## config.mk

```make
export PLATFORM = sky130hd
export DESIGN_NAME = ber_uart_reporter
export DESIGN_NICKNAME = d
export VERILOG_FILES = /design/src/rtl/ber_report_pkg.sv /design/src/rtl/uart_tx_byte.sv /design/src/rtl/ber_uart_reporter.sv
export SDC_FILE = /design/constraint.sdc
export NUM_CORES = 1
export LEC_CHECK = 0
export CORE_MARGIN = 2
export CORE_UTILIZATION = 49
export DETAILED_ROUTE_END_ITERATION = 6
export GPL_ROUTABILITY_DRIVEN = 0
export PLACE_DENSITY = 0.77
export SYNTH_ARGS = -nofsm -noshare
export SYNTH_HDL_FRONTEND = slang
export SYNTH_SLANG_ARGS = --single-unit
```

## constraint.sdc

```tcl
create_clock -name clk -period 2.8 [get_ports clk]
set_input_delay 0.56 -clock clk [delete_from_list [all_inputs] [get_ports clk]]
set_output_delay 0.56 -clock clk [all_outputs]
set_load 0.02 [all_outputs]
```

## src/rtl/ber_report_pkg.sv

```systemverilog
// ber_report_pkg: shared constants, FSM encoding and frame byte mux
// for the BER UART reporter.
package ber_report_pkg;

  localparam logic [7:0] FRAME_HEADER = 8'hA5;
  localparam int         FRAME_LEN    = 19;
  localparam int         NB_BYTE_IDX  = 5;

  localparam logic [NB_BYTE_IDX-1:0] LAST_IDX =
    NB_BYTE_IDX'(FRAME_LEN - 1);

  typedef enum logic [2:0] {
    IDLE,
    LOAD,
    START,
    DATA,
    STOP
  } state_t;

  // Payload byte for index 0..17; counts go out MSB byte first.
  function automatic logic [7:0] frame_byte(
    input logic [NB_BYTE_IDX-1:0] idx,
    input logic [7:0]             tag,
    input logic [63:0]            samp,
    input logic [63:0]            err
  );
    logic [7:0] b;
    int         k;
    b = 8'h00;
    k = int'(idx);
    unique case (1'b1)
      (k == 0):             b = FRAME_HEADER;
      (k == 1):             b = tag;
      (k >= 2 && k <= 9):   b = samp[8*(9-k) +: 8];
      (k >= 10 && k <= 17): b = err[8*(17-k) +: 8];
      default:              b = 8'h00;
    endcase
    return b;
  endfunction

endpackage

```

## src/rtl/uart_tx_byte.sv

```systemverilog
// uart_tx_byte: 8N1 serializer with baud counter. i_start (when o_ready)
// begins a start bit; i_byte is sampled at the end of that start bit.
module uart_tx_byte #(
  parameter int BAUD_DIV    = 868,
  parameter int NB_BAUD_CNT = 10
) (
  input  logic       clk,
  input  logic       i_rst,
  input  logic [7:0] i_byte,
  input  logic       i_start,
  output logic       o_ready,
  output logic       o_tick,
  output logic       o_tx
);

  localparam logic [NB_BAUD_CNT-1:0] CNT_MAX =
    NB_BAUD_CNT'(BAUD_DIV - 1);

  logic                   active_q, active_d;
  logic [3:0]             bit_q, bit_d;
  logic [NB_BAUD_CNT-1:0] cnt_q, cnt_d;
  logic [7:0]             sh_q, sh_d;
  logic                   tx_q, tx_d;

  assign o_tick  = active_q && (cnt_q == CNT_MAX);
  // Ready in the last stop-bit cycle too, so bytes chain with no gap.
  assign o_ready = !active_q || (o_tick && bit_q == 4'd9);
  assign o_tx    = tx_q;

  always_comb begin
    active_d = active_q;
    bit_d    = bit_q;
    cnt_d    = cnt_q;
    sh_d     = sh_q;
    tx_d     = tx_q;
    if (active_q) begin
      cnt_d = o_tick ? '0 : cnt_q + 1'b1;
      if (o_tick) begin
        unique case (1'b1)
          (bit_q == 4'd0): begin
            tx_d  = i_byte[0];
            sh_d  = {1'b0, i_byte[7:1]};
            bit_d = 4'd1;
          end
          (bit_q >= 4'd1 && bit_q <= 4'd7): begin
            tx_d  = sh_q[0];
            sh_d  = {1'b0, sh_q[7:1]};
            bit_d = bit_q + 4'd1;
          end
          (bit_q == 4'd8): begin
            tx_d  = 1'b1;
            bit_d = 4'd9;
          end
          default: begin
            active_d = 1'b0;
            tx_d     = 1'b1;
            bit_d    = 4'd0;
          end
        endcase
      end
    end
    if (i_start && o_ready) begin
      active_d = 1'b1;
      cnt_d    = '0;
      bit_d    = 4'd0;
      tx_d     = 1'b0;
    end
  end

  always_ff @(posedge clk or negedge i_rst) begin
    if (!i_rst) begin
      active_q <= 1'b0;
      bit_q    <= 4'd0;
      cnt_q    <= '0;
      sh_q     <= 8'h00;
      tx_q     <= 1'b1;
    end else begin
      active_q <= active_d;
      bit_q    <= bit_d;
      cnt_q    <= cnt_d;
      sh_q     <= sh_d;
      tx_q     <= tx_d;
    end
  end

endmodule

```

## src/rtl/ber_uart_reporter.sv

```systemverilog
// ber_uart_reporter: snapshots sample/error counts + tag on i_valid and
// sends a 19-byte frame on o_tx; o_busy/o_done/o_drop report handshake.
module ber_uart_reporter
  import ber_report_pkg::*;
#(
  parameter int NB_SAMPLES  = 64,
  parameter int NB_ERRORS   = 64,
  parameter int NB_TAG      = 8,
  parameter int BAUD_DIV    = 868,
  parameter int NB_BAUD_CNT = 10
) (
  input  logic                  clk,
  input  logic                  i_rst,
  input  logic                  i_valid,
  input  logic [NB_SAMPLES-1:0] i_samples,
  input  logic [NB_ERRORS-1:0]  i_errors,
  input  logic [NB_TAG-1:0]     i_tag,
  output logic                  o_tx,
  output logic                  o_busy,
  output logic                  o_done,
  output logic                  o_drop
);

  state_t                 state_q, state_d;
  logic [NB_BYTE_IDX-1:0] idx_q, idx_d;
  logic [2:0]             bit_cnt_q, bit_cnt_d;
  logic [63:0]            samp_q, samp_d;
  logic [63:0]            err_q, err_d;
  logic [NB_TAG-1:0]      tag_q, tag_d;
  logic [7:0]             byte_q, byte_d;
  logic [7:0]             csum_q, csum_d;
  logic                   done_q, done_d;
  logic                   drop_q, drop_d;

  logic tick;
  logic u_ready;
  logic u_start;

  always_ff @(posedge clk or negedge i_rst) begin
    if (!i_rst) begin
      state_q   <= IDLE;
      idx_q     <= '0;
      bit_cnt_q <= '0;
      samp_q    <= '0;
      err_q     <= '0;
      tag_q     <= '0;
      byte_q    <= '0;
      csum_q    <= '0;
      done_q    <= 1'b0;
      drop_q    <= 1'b0;
    end else begin
      state_q   <= state_d;
      idx_q     <= idx_d;
      bit_cnt_q <= bit_cnt_d;
      samp_q    <= samp_d;
      err_q     <= err_d;
      tag_q     <= tag_d;
      byte_q    <= byte_d;
      csum_q    <= csum_d;
      done_q    <= done_d;
      drop_q    <= drop_d;
    end
  end

  always_comb begin
    state_d   = state_q;
    idx_d     = idx_q;
    bit_cnt_d = bit_cnt_q;
    unique case (state_q)
      IDLE: begin
        if (i_valid) begin
          state_d = LOAD;
          idx_d   = '0;
        end
      end
      LOAD: state_d = START;
      START: begin
        if (tick) begin
          state_d   = DATA;
          bit_cnt_d = '0;
        end
      end
      DATA: begin
        if (tick) begin
          if (bit_cnt_q == 3'd7) state_d = STOP;
          else bit_cnt_d = bit_cnt_q + 3'd1;
        end
      end
      STOP: begin
        if (tick) begin
          if (idx_q == LAST_IDX) begin
            state_d = IDLE;
          end else begin
            state_d = LOAD;
            idx_d   = idx_q + 1'b1;
          end
        end
      end
      default: state_d = IDLE;
    endcase
  end

  always_comb begin
    samp_d = samp_q;
    err_d  = err_q;
    tag_d  = tag_q;
    byte_d = byte_q;
    csum_d = csum_q;
    done_d = (state_q == STOP) && tick && (idx_q == LAST_IDX);
    drop_d = i_valid && (state_q != IDLE);
    if (state_q == IDLE && i_valid) begin
      samp_d = 64'(i_samples);
      err_d  = 64'(i_errors);
      tag_d  = i_tag;
      csum_d = '0;
    end
    // LOAD overlaps the first start-bit cycle; the serializer
    // only samples byte_q when the start bit ends.
    if (state_q == LOAD) begin
      byte_d = (idx_q == LAST_IDX) ? csum_q
             : frame_byte(idx_q, 8'(tag_q), samp_q, err_q);
      csum_d = csum_q ^ byte_d;
    end
  end

  assign u_start = (state_d == LOAD) && u_ready;

  uart_tx_byte #(
    .BAUD_DIV    (BAUD_DIV),
    .NB_BAUD_CNT (NB_BAUD_CNT)
  ) u_tx (
    .clk     (clk),
    .i_rst   (i_rst),
    .i_byte  (byte_q),
    .i_start (u_start),
    .o_ready (u_ready),
    .o_tick  (tick),
    .o_tx    (o_tx)
  );

  assign o_busy = (state_q != IDLE);
  assign o_done = done_q;
  assign o_drop = drop_q;

endmodule

```

==> run_results.csv <==
group,metric,value,unit
synth,yosysMostFrequentCell,"nand2_1",
routing,drt_pre_antenna_iters,5,
timing,rsz0062_at_grt,"false",
routing,vias_per_cell,5.44,
synth,synth_seq_cells,188,
hold_path,hp-class,"input port to async pin",
worst_setup_path,cp_max_fo,5,
routing,ant_nets,0,
layout,nets,1301,
layout,fin_util,63.7,%
synth,synth_top_cell_by_area,"dfrtp_1",
global_routing,antenna_found_initial,0,
floorplanning,core,18100,um2
timing,finalCriticalPeriod,2.60,ns
worst_setup_path,startpoint_type,"register",
floorplanning,initial_core_util,50.4,%
clocking,cts-resized-gates,0,
routing,drc_errors,0,
worst_setup_path,critical_path_class,"register to register",
timing,tightest_slew,0.649,ns
synth,synth-async-reset-ratio,100,%
layout,diodes,0,
worst_setup_path,worst_r2r_path_depth,8,
synth,synthFlopType,"dfrtp_1",
floorplanning,die_h,141,um
routing,wl_per_cell,16.3,um
clocking,cts-buffers-inserted,17,
clocking,cts_root_buffer,"clkbuf_16",
timing,setup_slack,0.198,ns
floorplanning,dieArea,19800,um2
global_routing,grt_start_max_net_pins,104,
worst_setup_path,cp_slowest_cell,"a211oi_1",
synth,synthTopCellsByCount,"nand2_1, dfrtp_1, mux2i_1, clkbuf_1, o21ai_0",
clocking,clk_pin_slew,0.07,ns
worst_setup_path,worst_ep_required_time,3.15,ns
power,power,5.90,mW
timing,timing.hold.ws,0.116,ns
layout,nFillCells,1451,
timing,fin_crit_sh,92.9,%
global_routing,grt_pass1_vias,7355,
worst_setup_path,slowest_delay,0.42,ns
timing,fmaxAchievable,0.384,GHz
global_routing,groute.usage.overall,23.5,%
placement,post_dp_cell_area,10900,um2
power,p_leak,5.65,nW
timing,relSlewSlack,56.6,%
job,drv_cap,0,
synth,ys_warn_count,0,
layout,drive_above_1_share,8.27,%
global_routing,grt_pass1_wl,37200,um
layout,area_growth_syn_to_layout,26.4,%
placement,place_inst,1358,
routing,drtIter0Drc,641,
synth,syn-cell-area,9150,um2
clocking,cts_tree,"built",
synth,synth_area_per_cell,9.04,um2
placement,place_ws,0.136,ns
worst_setup_path,cp.arrival,2.95,ns
power,power_density,510,nW/um2
timing,fin_skew,0.00949,ns
clocking,ctsHoldBuffers,0,
synth,ys_types,58,
worst_setup_path,path_cells,"inv_1 -> ha_1 -> or3b_1 -> a211oi_2 -> and3_1 -> a221oi_1 -> a211oi_1 -> mux2i_1",
clocking,postCtsSetupRepairBufs,0,
synth,synth_edf_count,0,
placement,place_hpwl,15700,um
worst_setup_path,r2r_start,"idx_q[1]$_DFFE_PN0P_",
routing,num_vias,7560,
timing,setup_viol_count_final,0,
global_routing,grt_overflow,0,
worst_setup_path,cp-end-kind,"register",
layout,stdcell_count,1390,
clocking,cts_sinks,188,
timing,finalSetupTns,0,ns
worst_setup_path,r2r_end,"csum_q[4]$_DFFE_PN0P_",
floorplanning,placementRows,49,
power,ir_drop,0.474,mV
synth,synth_nets,1166,
clocking,cts_buffer_depth,2,
synth,syn_inst,1013,
synth,yosysSeqAreaShare,51.4,%
timing,slew_violations,0,
layout,stdcell_area,11600,um2
synth,synth_top_area_share,51.1,%
timing,hold_violations,0,
worst_setup_path,r2r_setup_slack,0.20,ns
run_status,status,"complete, no violations",
clocking,htreeDepth,4,
synth,synth_area_leaders,"dfrtp_1, nand2_1, mux2i_1",
routing,drt-total-wl,22700,um
placement,io_buffer_count,142,
clocking,clk_latency,0.43,ns
floorplanning,io-pin-count,143,
floorplanning,die_x,141,um
[cells in the final DEF, fill, tap and decap left out, types with 4 or more instances in the layout]
cell type        instances
a221oi_1                 4
a21o_1                   8
a22oi_1                 17
nor2b_1                  7
mux4_2                  16
nor2_1                  23
o31ai_1                  7
nand3_1                 16
dfrtp_1                185
ha_1                    14
or3_1                    4
and3_1                   4
clkdlybuf4s50_1        141
inv_1                    9
mux2i_1                 51
buf_12                   6
o22ai_1                 12
nand2_1                460
a211oi_1                 5
nand2b_1                11
a21oi_1                 22
inv_6                    6
buf_4                   24
clkbuf_16               17
o21ai_0                 31
[worst max-delay path: cells and delay by family (launching register included)]
family	cells	cell delay, ns
multiplexers	1	0.24
AO/OA/AOI/OAI	3	0.88
flip-flops	1	0.40
adder cells (fa/ha/maj)	1	0.19
buffers and inverters	1	0.12
AND/OR/NAND/NOR	2	0.69
[report_power, final]
group / switching, mW / total, mW / internal [mW] / leakage [nW]
Clock: 1.10 / 2.57 / 1.48 / 0.308
Combinational: 0.174 / 0.436 / 0.262 / 3.12
Sequential: 0.0652 / 2.89 / 2.83 / 2.22
[metal layers]
metal	vias up	routed length, um	GRT usage (%)
met2	270	10500	35.4
li1	3653	-	-
met5	-	0	0
met1	3606	10200	34.3
met3	31	1380	4.14
met4	0	545	9.21
[registers in the layout, indices dropped and copies added (netlist names)]
register	cells
err_q	64
samp_q	64
u_tx.cnt_q	10
byte_q	8
csum_q	8
tag_q	8
u_tx.sh_q	7
idx_q	5
u_tx.bit_q	4
bit_cnt_q	3
state_q	3
o_done	1
o_drop	1
u_tx.active_q	1
u_tx.o_tx	1
[layout make-up]
| class | count | area (um2) | area share, % |
|---|---|---|---|
| Inverter | 9 | 33.8 | 0.292 |
| Clock inverter | 13 | 175 | 1.51 |
| Tap cell | 229 | 287 | 2.48 |
| Clock buffer | 19 | 453 | 3.92 |
| Timing Repair Buffer | 172 | 1720 | 14.9 |
| Sequential cell | 188 | 4710 | 40.7 |
| Multi-Input combinational cell | 760 | 4190 | 36.2 |
[cell families (layout without fill, tap and decap cells)]
family | after synthesis | count (layout) | share of synthesized area, %
muxes | 69 | 69 | 9.76
buffers and inverters | 65 | 213 | 3.02
xor gates and xnor gates | 1 | 1 | 0.0957
and+or+nand+nor | 556 | 556 | 25.3
DFF | 188 | 188 | 51.4
AOI/OAI and AO/OA | 120 | 120 | 8.54
adders and majority gates | 14 | 14 | 1.91
[worst max path at each step]
stage                          from                     to  slack, ns
4_1_cts        idx_q[1]$_DFFE_PN0P_  csum_q[4]$_DFFE_PN0P_       0.20
3_3_place_gp                i_valid  u_tx.o_tx$_DFFE_PN1P_       0.20
6_report       idx_q[1]$_DFFE_PN0P_  csum_q[4]$_DFFE_PN0P_       0.20
2_1_floorplan  idx_q[1]$_DFFE_PN0P_  csum_q[1]$_DFFE_PN0P_        0.1
3_5_place_dp                i_valid  u_tx.o_tx$_DFFE_PN1P_       0.14
5_1_grt        idx_q[1]$_DFFE_PN0P_  csum_q[6]$_DFFE_PN0P_       0.04
(Power assumes the default switching activity.)
